$ cat src/rtl/uart_pkt_pkg.sv
// Shared definitions for the UART packet parser: parser states, framing
// constants and the widths of the length field and payload address.
package uart_pkt_pkg;

    localparam logic [7:0] HEADER  = 8'hA5;
    localparam int         MAX_LEN = 16;
    localparam int         LEN_W   = 5;
    localparam int         ADDR_W  = 4;

    typedef enum logic [2:0] {
        ST_HUNT,
        ST_CMD,
        ST_LEN,
        ST_PAYLOAD,
        ST_CHECK,
        ST_HOLD
    } state_e;

endpackage

$ cat src/rtl/pkt_payload_ram.sv
// 16x8 payload store: one synchronous write port, one registered read port.
module pkt_payload_ram
    import uart_pkt_pkg::*;
(
    input  logic              clk_in,
    input  logic              rst_in,
    input  logic              we_in,
    input  logic [ADDR_W-1:0] wr_addr_in,
    input  logic [7:0]        wr_data_in,
    input  logic [ADDR_W-1:0] rd_addr_in,
    output logic [7:0]        rd_data_out
);

    logic [7:0] mem_q [MAX_LEN];
    logic [7:0] rd_data_q;

    always_ff @(posedge clk_in) begin
        if (we_in) begin
            mem_q[wr_addr_in] <= wr_data_in;
        end
    end

    // Storage itself is left unreset; only the read register is cleared.
    always_ff @(posedge clk_in) begin
        if (!rst_in) begin
            rd_data_q <= '0;
        end else begin
            rd_data_q <= mem_q[rd_addr_in];
        end
    end

    assign rd_data_out = rd_data_q;

endmodule

$ cat src/rtl/uart_packet_parser.sv
// Frame parser for A5/CMD/LEN/payload/CHK packets arriving from a UART receiver;
// holds one checksum-correct packet until the consumer accepts it.
module uart_packet_parser
    import uart_pkt_pkg::*;
#(
    parameter int INPUT_CLOCK_FREQ = 100_000_000,
    parameter int TIMEOUT_CYCLES   = 208_320
) (
    input  logic              clk_in,
    input  logic              rst_in,
    input  logic              byte_valid_in,
    input  logic [7:0]        byte_in,
    output logic              pkt_valid_out,
    input  logic              pkt_ready_in,
    output logic [7:0]        pkt_cmd_out,
    output logic [LEN_W-1:0]  pkt_len_out,
    input  logic [ADDR_W-1:0] pkt_rd_addr_in,
    output logic [7:0]        pkt_rd_data_out,
    output logic              err_chk_out,
    output logic              err_len_out,
    output logic              err_timeout_out,
    output logic              err_drop_out
);

    localparam int                IDLE_W     = $clog2(TIMEOUT_CYCLES + 1);
    localparam logic [IDLE_W-1:0] IDLE_LIMIT = IDLE_W'(TIMEOUT_CYCLES);

    if (INPUT_CLOCK_FREQ <= 0 || TIMEOUT_CYCLES <= 0) begin : g_param_check
        $error("uart_packet_parser: clock frequency and timeout must be positive");
    end

    state_e             state_q, state_d;
    logic [7:0]         cmd_q, cmd_d;
    logic [7:0]         xor_q, xor_d;
    logic [LEN_W-1:0]   len_q, len_d;
    logic [ADDR_W-1:0]  idx_q, idx_d;
    logic [IDLE_W-1:0]  idle_q, idle_d;
    logic               err_chk_q, err_chk_d;
    logic               err_len_q, err_len_d;
    logic               err_to_q, err_to_d;
    logic               err_drop_q, err_drop_d;
    logic               buf_we;
    logic               hunt_byte;
    logic               in_frame;
    logic               timeout;

    assign in_frame = state_q inside {ST_CMD, ST_LEN, ST_PAYLOAD, ST_CHECK};
    assign timeout  = in_frame && (idle_q == IDLE_LIMIT);

    always_comb begin
        state_d    = state_q;
        cmd_d      = cmd_q;
        xor_d      = xor_q;
        len_d      = len_q;
        idx_d      = idx_q;
        idle_d     = '0;
        err_chk_d  = 1'b0;
        err_len_d  = 1'b0;
        err_to_d   = 1'b0;
        err_drop_d = 1'b0;
        buf_we     = 1'b0;
        hunt_byte  = 1'b0;

        if (in_frame && !byte_valid_in) begin
            idle_d = idle_q + 1'b1;
        end

        // Timeout wins over the in-frame byte; that byte is re-read as a hunt byte.
        if (timeout) begin
            err_to_d  = 1'b1;
            idle_d    = '0;
            state_d   = ST_HUNT;
            hunt_byte = 1'b1;
        end else begin
            case (state_q)
                ST_HUNT: hunt_byte = 1'b1;
                ST_CMD: if (byte_valid_in) begin
                    cmd_d   = byte_in;
                    xor_d   = byte_in;
                    state_d = ST_LEN;
                end
                ST_LEN: if (byte_valid_in) begin
                    if (byte_in > 8'(MAX_LEN)) begin
                        err_len_d = 1'b1;
                        state_d   = ST_HUNT;
                    end else begin
                        len_d   = byte_in[LEN_W-1:0];
                        xor_d   = xor_q ^ byte_in;
                        idx_d   = '0;
                        state_d = (byte_in == 8'h00) ? ST_CHECK : ST_PAYLOAD;
                    end
                end
                ST_PAYLOAD: if (byte_valid_in) begin
                    buf_we = 1'b1;
                    xor_d  = xor_q ^ byte_in;
                    idx_d  = idx_q + 1'b1;
                    if (LEN_W'(idx_q) == len_q - LEN_W'(1)) begin
                        state_d = ST_CHECK;
                    end
                end
                ST_CHECK: if (byte_valid_in) begin
                    if (byte_in == xor_q) begin
                        state_d = ST_HOLD;
                    end else begin
                        err_chk_d = 1'b1;
                        state_d   = ST_HUNT;
                    end
                end
                ST_HOLD: begin
                    if (pkt_ready_in) begin
                        state_d   = ST_HUNT;
                        hunt_byte = 1'b1;
                    end else if (byte_valid_in) begin
                        err_drop_d = 1'b1;
                    end
                end
                default: state_d = ST_HUNT;
            endcase
        end

        if (hunt_byte && byte_valid_in && byte_in == HEADER) begin
            state_d = ST_CMD;
        end
    end

    always_ff @(posedge clk_in) begin
        if (!rst_in) begin
            state_q    <= ST_HUNT;
            cmd_q      <= '0;
            xor_q      <= '0;
            len_q      <= '0;
            idx_q      <= '0;
            idle_q     <= '0;
            err_chk_q  <= 1'b0;
            err_len_q  <= 1'b0;
            err_to_q   <= 1'b0;
            err_drop_q <= 1'b0;
        end else begin
            state_q    <= state_d;
            cmd_q      <= cmd_d;
            xor_q      <= xor_d;
            len_q      <= len_d;
            idx_q      <= idx_d;
            idle_q     <= idle_d;
            err_chk_q  <= err_chk_d;
            err_len_q  <= err_len_d;
            err_to_q   <= err_to_d;
            err_drop_q <= err_drop_d;
        end
    end

    pkt_payload_ram u_payload_ram (
        .clk_in      (clk_in),
        .rst_in      (rst_in),
        .we_in       (buf_we),
        .wr_addr_in  (idx_q),
        .wr_data_in  (byte_in),
        .rd_addr_in  (pkt_rd_addr_in),
        .rd_data_out (pkt_rd_data_out)
    );

    assign pkt_valid_out   = (state_q == ST_HOLD);
    assign pkt_cmd_out     = cmd_q;
    assign pkt_len_out     = len_q;
    assign err_chk_out     = err_chk_q;
    assign err_len_out     = err_len_q;
    assign err_timeout_out = err_to_q;
    assign err_drop_out    = err_drop_q;

endmodule

$ cat config.mk
export PLATFORM = sky130hd
export DESIGN_NAME = uart_packet_parser
export DESIGN_NICKNAME = d
export VERILOG_FILES = /design/src/rtl/uart_pkt_pkg.sv /design/src/rtl/pkt_payload_ram.sv /design/src/rtl/uart_packet_parser.sv
export SDC_FILE = /design/constraint.sdc
export NUM_CORES = 1
export LEC_CHECK = 0
export ABC_AREA = 0
export CAP_MARGIN = 30
export CORE_MARGIN = 4
export CORE_UTILIZATION = 53
export CTS_BUF_LIST = sky130_fd_sc_hd__clkbuf_8
export CTS_CLUSTER_DIAMETER = 120
export DETAILED_ROUTE_END_ITERATION = 8
export DONT_BUFFER_PORTS = 1
export GPL_ROUTABILITY_DRIVEN = 0
export GPL_TIMING_DRIVEN = 0
export PLACE_DENSITY = 0.68
export SETUP_SLACK_MARGIN = 0.02
export SYNTH_ARGS = -nofsm -noshare
export SYNTH_HDL_FRONTEND = slang
export SYNTH_SLANG_ARGS = --single-unit
$ cat constraint.sdc
create_clock -name clk_in -period 4.8 [get_ports clk_in]
set_clock_uncertainty 0.2 [all_clocks]
set_input_delay 1.44 -clock clk_in [delete_from_list [all_inputs] [get_ports clk_in]]
set_output_delay 1.44 -clock clk_in [all_outputs]
set_load 0.02 [all_outputs]
==> impl_metrics.env <==
export IMPL_drt_iter0_drc=402
export IMPL_clock_sinks=186
export IMPL_rsz0062_at_grt="no"
export IMPL_cts_tree="yes"
export IMPL_routed_wl_um=15900
export IMPL_numCtsBuffers=17
export IMPL_dpl_cell_count=709
export IMPL_r2r_start="state_q[2]"
export IMPL_max_stage_delay_ps=330
export IMPL_clk_path_buf_depth=2
export IMPL_grt_pass1_vias=4415
export IMPL_drive_above_1_share_pct=16.9
export IMPL_antenna_found_initial=0
export IMPL_initial_core_util_pct=55.0
export IMPL_num_rows=43
export IMPL_avgSynthCellArea_um2=14.8
export IMPL_clk_pin_slew_worst_paths_ps=90
export IMPL_grt_overflow_total=0
export IMPL_syn_nets=548
export IMPL_area_delta_synth_final_pct=8.52
export IMPL_post_cts_buffers=0
export IMPL_synth_cell_types=56
export IMPL_crit_path_top_delay_cell="dfxtp_1"
export IMPL_async_flop_share_pct=0
export IMPL_synth_main_ff_cell="edfxtp_1"
export IMPL_netlist_instances=525
export IMPL_hold_slack_ps=286
export IMPL_fmax_ghz=0.303
export IMPL_viasPerCell=5.97
export IMPL_drc=0
export IMPL_antenna_cells=0
export IMPL_grt_first_pass_wirelength_um=25300
export IMPL_hold_end="idle_q[0]"
export IMPL_ff2ff_setup_slack_ps=1880
export IMPL_root_buffer="clkbuf_8"
export IMPL_yosys_top_cells_area="edfxtp_1 50%, dfxtp_1 15%, mux4_2 12%"
export IMPL_drt_pre_antenna_iters=5
export IMPL_layout_min_cycle_time_ps=3300
export IMPL_vias=4426
export IMPL_finalInstanceArea_um2=8420
export IMPL_synth_edf_count=128
export IMPL_start_kind="flip-flop"
export IMPL_die_area_um2=16600
export IMPL_cp_arrival_ps=1660
export IMPL_synth_top_area_share_pct=49.6
export IMPL_final_cell_count_no_fill=741
export IMPL_hold_path_depth=1
export IMPL_h_tree_depth=4
export IMPL_finalSetupViolCount=0
export IMPL_status="completed"
export IMPL_synthAdderAreaFrac_pct=1.13
export IMPL_cellLeakagePower_nw=2.64
export IMPL_worstMarginPinSlew_ps=901
export IMPL_p_per_area_nw_per_um2=348
export IMPL_max_slew_margin_pct=39.7
export IMPL_peakVddDrop_mv=0.264
export IMPL_crit_fanout=10
export IMPL_crit_required_ps=3160
export IMPL_ys_seq_area_share_pct=64.5
export IMPL_drt_wirelength_per_cell_um=21.4
export IMPL_holdBufCountCts=0
export IMPL_cap_violations=0
export IMPL_dieWidth_um=129
export IMPL_synth_top_family_by_area="multiplexers"
export IMPL_synth_compound_area_share_pct=4.87
export IMPL_syn_cell_area_um2=7760
export IMPL_worstHoldStart="idle_q[0]"
export IMPL_synth_largest_area_cell="edfxtp_1"
export IMPL_path_class="flip-flop to output port"
export IMPL_fin_tns_setup_ps=0
export IMPL_cp_cell_sequence="clkbuf_1, nor2b_1, and2_1"
export IMPL_grt_usage_pct=20.5
export IMPL_insertion_delay_ps=460
export IMPL_end_kind="output port"
export IMPL_r2r_end="u_payload_ram.mem_q[14][3]"
export IMPL_antenna_left=0
export IMPL_yosysMostFrequentCell="edfxtp_1"
export IMPL_synth_mux_area_share_pct=12.3
export IMPL_port_buffers=0
export IMPL_ys_ff_latch=186
export IMPL_synth_common_cells="128 x edfxtp_1, 58 x dfxtp_1, 49 x nor2_1, 40 x mux4_2, 36 x nand2_1"
export IMPL_hold_viol_final=0
export IMPL_ctsResizeCount=0
export IMPL_slew_violations=0
export IMPL_r2r_cells=6
export IMPL_grt_start_max_net_pins=24
export IMPL_core_area_um2=14100
export IMPL_synth_simple_area_share_pct=11.6
export IMPL_placed_cell_area_um2=8010
export IMPL_die_h_um=129
export IMPL_ios=42
export IMPL_hp_class="flip-flop to flip-flop"
export IMPL_hpwlAfterDp_um=10700
export IMPL_yosys_warnings=0
export IMPL_p_total_mw=2.93
export IMPL_nets=571
export IMPL_synth_xor_xnor_area_share_pct=3.61
export IMPL_fin_crit_sh_pct=68.7
==> critical path: cells and delay by family, from the launching register on <==
kind                   cells  cell delay [ps]
and+or+nand+nor            2              560
DFF                        1              330
buffers and inverters      1              310
==> per-layer routing <==
layer	up-vias	part of all wire, %	GRT usage (%)
met5	-	0	0
met4	0	1.4	6.05
met3	18	4.4	5.48
met2	93	51	33.1
met1	2271	44	27.6
li1	2044	-	-
==> power by group <==
| part | switching [mW] | leakage (nW) | internal (mW) | total, mW |
|---|---|---|---|---|
| logic | 0.0661 | 0.811 | 0.0604 | 0.126 |
| clock network | 0.547 | 0.214 | 0.523 | 1.07 |
| registers | 0.0166 | 1.62 | 1.72 | 1.74 |
| total | 0.630 | 2.64 | 2.30 | 2.93 |
==> registers in the layout, indices dropped and copies added (netlist names) <==
| register | flops |
|---|---|
| xor_q | 8 |
| err_len_out | 1 |
| err_drop_out | 1 |
| pkt_len_out | 5 |
| u_payload_ram.rd_data_out | 8 |
| err_timeout_out | 1 |
| err_chk_out | 1 |
| state_q | 3 |
| idle_q | 18 |
| u_payload_ram.mem_q | 128 |
| idx_q | 4 |
| pkt_cmd_out | 8 |
==> final cells by class <==
| class | instances | area, um^2 |
|---|---|---|
| plain buffers | 23 | 110 |
| well taps | 180 | 225 |
| clock inverters | 14 | 158 |
| fillers | 1095 | 5680 |
| multi-input cells | 304 | 2600 |
| inverters | 12 | 45.0 |
| flip-flops and latches | 186 | 5000 |
| repair buffers | 4 | 30.0 |
| clock buffers | 18 | 248 |
==> worst max-delay path by stage <==
stage	cells past startpoint	end	startpoint
2_1_floorplan	5	u_payload_ram.rd_data_out[0]	pkt_rd_addr_in[0]
3_3_place_gp	4	u_payload_ram.mem_q[0][0]	byte_valid_in
3_5_place_dp	5	u_payload_ram.rd_data_out[7]	pkt_rd_addr_in[0]
4_1_cts	3	pkt_valid_out	state_q[2]
5_1_grt	3	pkt_valid_out	state_q[2]
6_report	3	pkt_valid_out	state_q[2]
==> cells by family after synthesis <==
kind of cell | count (synthesis)
flops | 186
simple gates | 173
compound gates | 47
mux | 45
buf+inv | 35
xor+xnor | 32
fa+ha+maj | 7
==> layout by cell type (no fill, tap or decap), types with 7 or more instances in the layout <==
cell,n
ha_1,7
and2_1,10
xor2_1,14
nand3b_1,9
edfxtp_1,128
buf_2,7
dfxtp_1,58
clkbuf_8,18
nand2_1,36
clkbuf_1,13
nor3_1,10
inv_1,15
xnor2_1,18
nor2_1,49
nand3_1,16
mux4_2,40
nand4_1,8
a21oi_1,15
==> per-stage QoR <==
stage	setup WS (ps)	util, %
2_1_floorplan	1400	-
3_3_place_gp	1010	56.6
3_5_place_dp	1050	56.8
4_1_cts	1490	59.7
5_1_grt	1340	59.7
6_report	1500	59.7
Note: power is estimated with default switching activity, not from simulation.
==> RTL edit (same settings) <==
`ADDR_W`: 4 -> 3.
--- a/src/rtl/uart_pkt_pkg.sv
+++ b/src/rtl/uart_pkt_pkg.sv
@@ -5,7 +5,7 @@
     localparam logic [7:0] HEADER  = 8'hA5;
     localparam int         MAX_LEN = 16;
     localparam int         LEN_W   = 5;
-    localparam int         ADDR_W  = 4;
+    localparam int         ADDR_W  = 3;
 
     typedef enum logic [2:0] {
         ST_HUNT,
Ports: changed (resized pkt_rd_addr_in); port bits go from 42 to 41. The function was not compared with the original's and may differ.
==> RTL edit against the original RTL <==
- sequential share of layout area fell by 7.2 points
- area after synthesis down 32%
- first-iteration DRC count is 57% lower
- maximum frequency is 10% lower
- worst setup slack worse by 0.37 ns
- final area decreased by 30%
- core utilization grew 0.77 points
- count of clock-buffer cells in the layout is 1 lower
- sequential cell count down 65
- total power decreased by 21%
- wire length shrank 33%
- global-route usage decreased by 0.52 points
- cell count is 22% lower
==> RTL edit: results (changes against the original RTL) <==
Synthesis
  • Post-synthesis xor/xnor area fraction: 4.84% (+1.2 points)
  • Synth cell types: 58 (+3.6%)
  • Mux cell area share after synthesis: 10.6% (-1.6 points)
  • Top cells by area, synth: edfxtp_1, dfxtp_1, mux4_2, xor2_1, mux2i_1
  • Post-synthesis sequential area ratio: 58.4% (-6.1 points)
  • Post-synth EDFFs: 64 (-50%)
  • Cells after synthesis: 414 (-21%)
  • Adder and majority gate portion of the synthesized area: 0.955% (-0.17 points)
  • Post-synth net total: 433 (-21%)
  • Synth Area in Compound Gates: 7.45% (+2.6 points)
  • Synth cell count leaders: edfxtp_1, dfxtp_1, nor2_1

GRT
  • Global-route wire length before repair: 17500 um (-31%)
  • Pin count of the biggest net entering global routing: 17 (-29%)
  • GRT Total Usage: 20.0% (-0.52 points)

Placed design
  • Final HPWL DP: 7150 um (-34%)
  • Cells after DPL: 549 (-23%)

Power and ir drop
  • Leakage power: 2.00 nW (-24%)
  • Maximum VDD drop: 0.190 mV (-28%)

Worst setup path
  • Peak per-stage delay on the critical path: 0.42 ns (+0.09 ns)
  • Crit path max-delay cell type: clkbuf_1
  • Worst Path Arrival: 2.02 ns (+0.36 ns)

Final layout
  • Top flop regs: u_payload_ram.mem_q: 64 flops, idle_q: 18 flops
  • Total Nets Final: 454 (-20%)
  • Share of layout cells above drive strength 1: 17.0% (+0.030 points)
  • Final cell count without fillers: 581 (-22%)

Run status
  • Status: completed

Detailed routing
  • WL final: 10700 um (-33%)
  • DR iter-0 viols: 174 (-57%)
  • DRT Pass-1 Iters: 5 (unchanged)

STA
  • Worst Max-Slew Pin Slew: 0.905 ns (+0.00330 ns)

Clock tree
  • Worst skew pair latency: 0.44 ns (-0.02 ns)
[RTL edit: changes by cell type after synthesis, moves of 7 or more]
cell      unedited run  this run
edfxtp_1           128        64
mux4_2              40        16
nand2_1             36        18
nor2b_1              1        19
nor2_1              49        33
a21oi_1             15         4
nand3b_1             9         0
mux2i_1              5        13
o21ai_1              0         8
and3_1               2         9
xnor2_1             18        11
[RTL edit: worst paths after layout]
check / startpoint / cells past startpoint / to / slack, ns
min: idle_q[0]$_SDFF_PP0_ / 1 / idle_q[0]$_SDFF_PP0_ / 0.26
max: state_q[0]$_SDFFE_PN0P_ / 4 / pkt_valid_out / 1.14
min reg2reg: idle_q[0]$_SDFF_PP0_ / 1 / idle_q[0]$_SDFF_PP0_ / 0.26
max reg2reg: idle_q[0]$_SDFF_PP0_ / 9 / u_payload_ram.mem_q[2][1]$_DFFE_PP_ / 1.39
[RTL edit: cell type report]
cell class / instances / area (um^2)
plain buffers: 26 / 135
well taps: 133 / 166
multi-input cells: 256 / 2010
repair buffers: 2 / 15.0
clock buffers: 17 / 234
clock inverters: 15 / 189
fillers: 769 / 3830
inverters: 11 / 41.3
flip-flops and latches: 121 / 3060
[RTL edit: per-stage QoR]
step                      worst slack (ns)  hold slack [ns]  instance area (um^2)
after floorplan                       1.32            0.230                  5240
after global placement               0.589            0.238                  5410
after detailed placement             0.799            0.248                  5430
after CTS                             1.18            0.268                  5860
after global routing                  1.03            0.317                  5860
final                                 1.14            0.262                  5860
[RTL edit: kinds of logic after synthesis]
family / after synthesis
and+or+nand+nor: 136
DFF: 121
xor gates and xnor gates: 29
buffers and inverters: 37
AOI/OAI and AO/OA: 52
adders and majority gates: 4
muxes: 35
[RTL edit: per-layer routing]
| layer | share of wire, % | up-vias | routed length [um] | GRT usage (%) |
|---|---|---|---|---|
| met5 | 0 | - | 0 | 0 |
| met4 | 1.4 | 0 | 148 | 6.40 |
| met3 | 6.0 | 15 | 639 | 7.44 |
| met2 | 49 | 102 | 5190 | 31.5 |
| met1 | 44 | 1659 | 4720 | 25.8 |
| li1 | - | 1571 | - | - |
[RTL edit: worst max-delay path, delay by kind of cell, from the launching register on]
kind / cells / cell delay (ns)
buf+inv: 2 / 0.66
simple gates: 2 / 0.59
flops: 1 / 0.34
[RTL edit: report_power, final]
part | internal (mW) | switching (mW)
clock network | 0.525 | 0.445
logic | 0.0941 | 0.125
registers | 1.11 | 0.0288
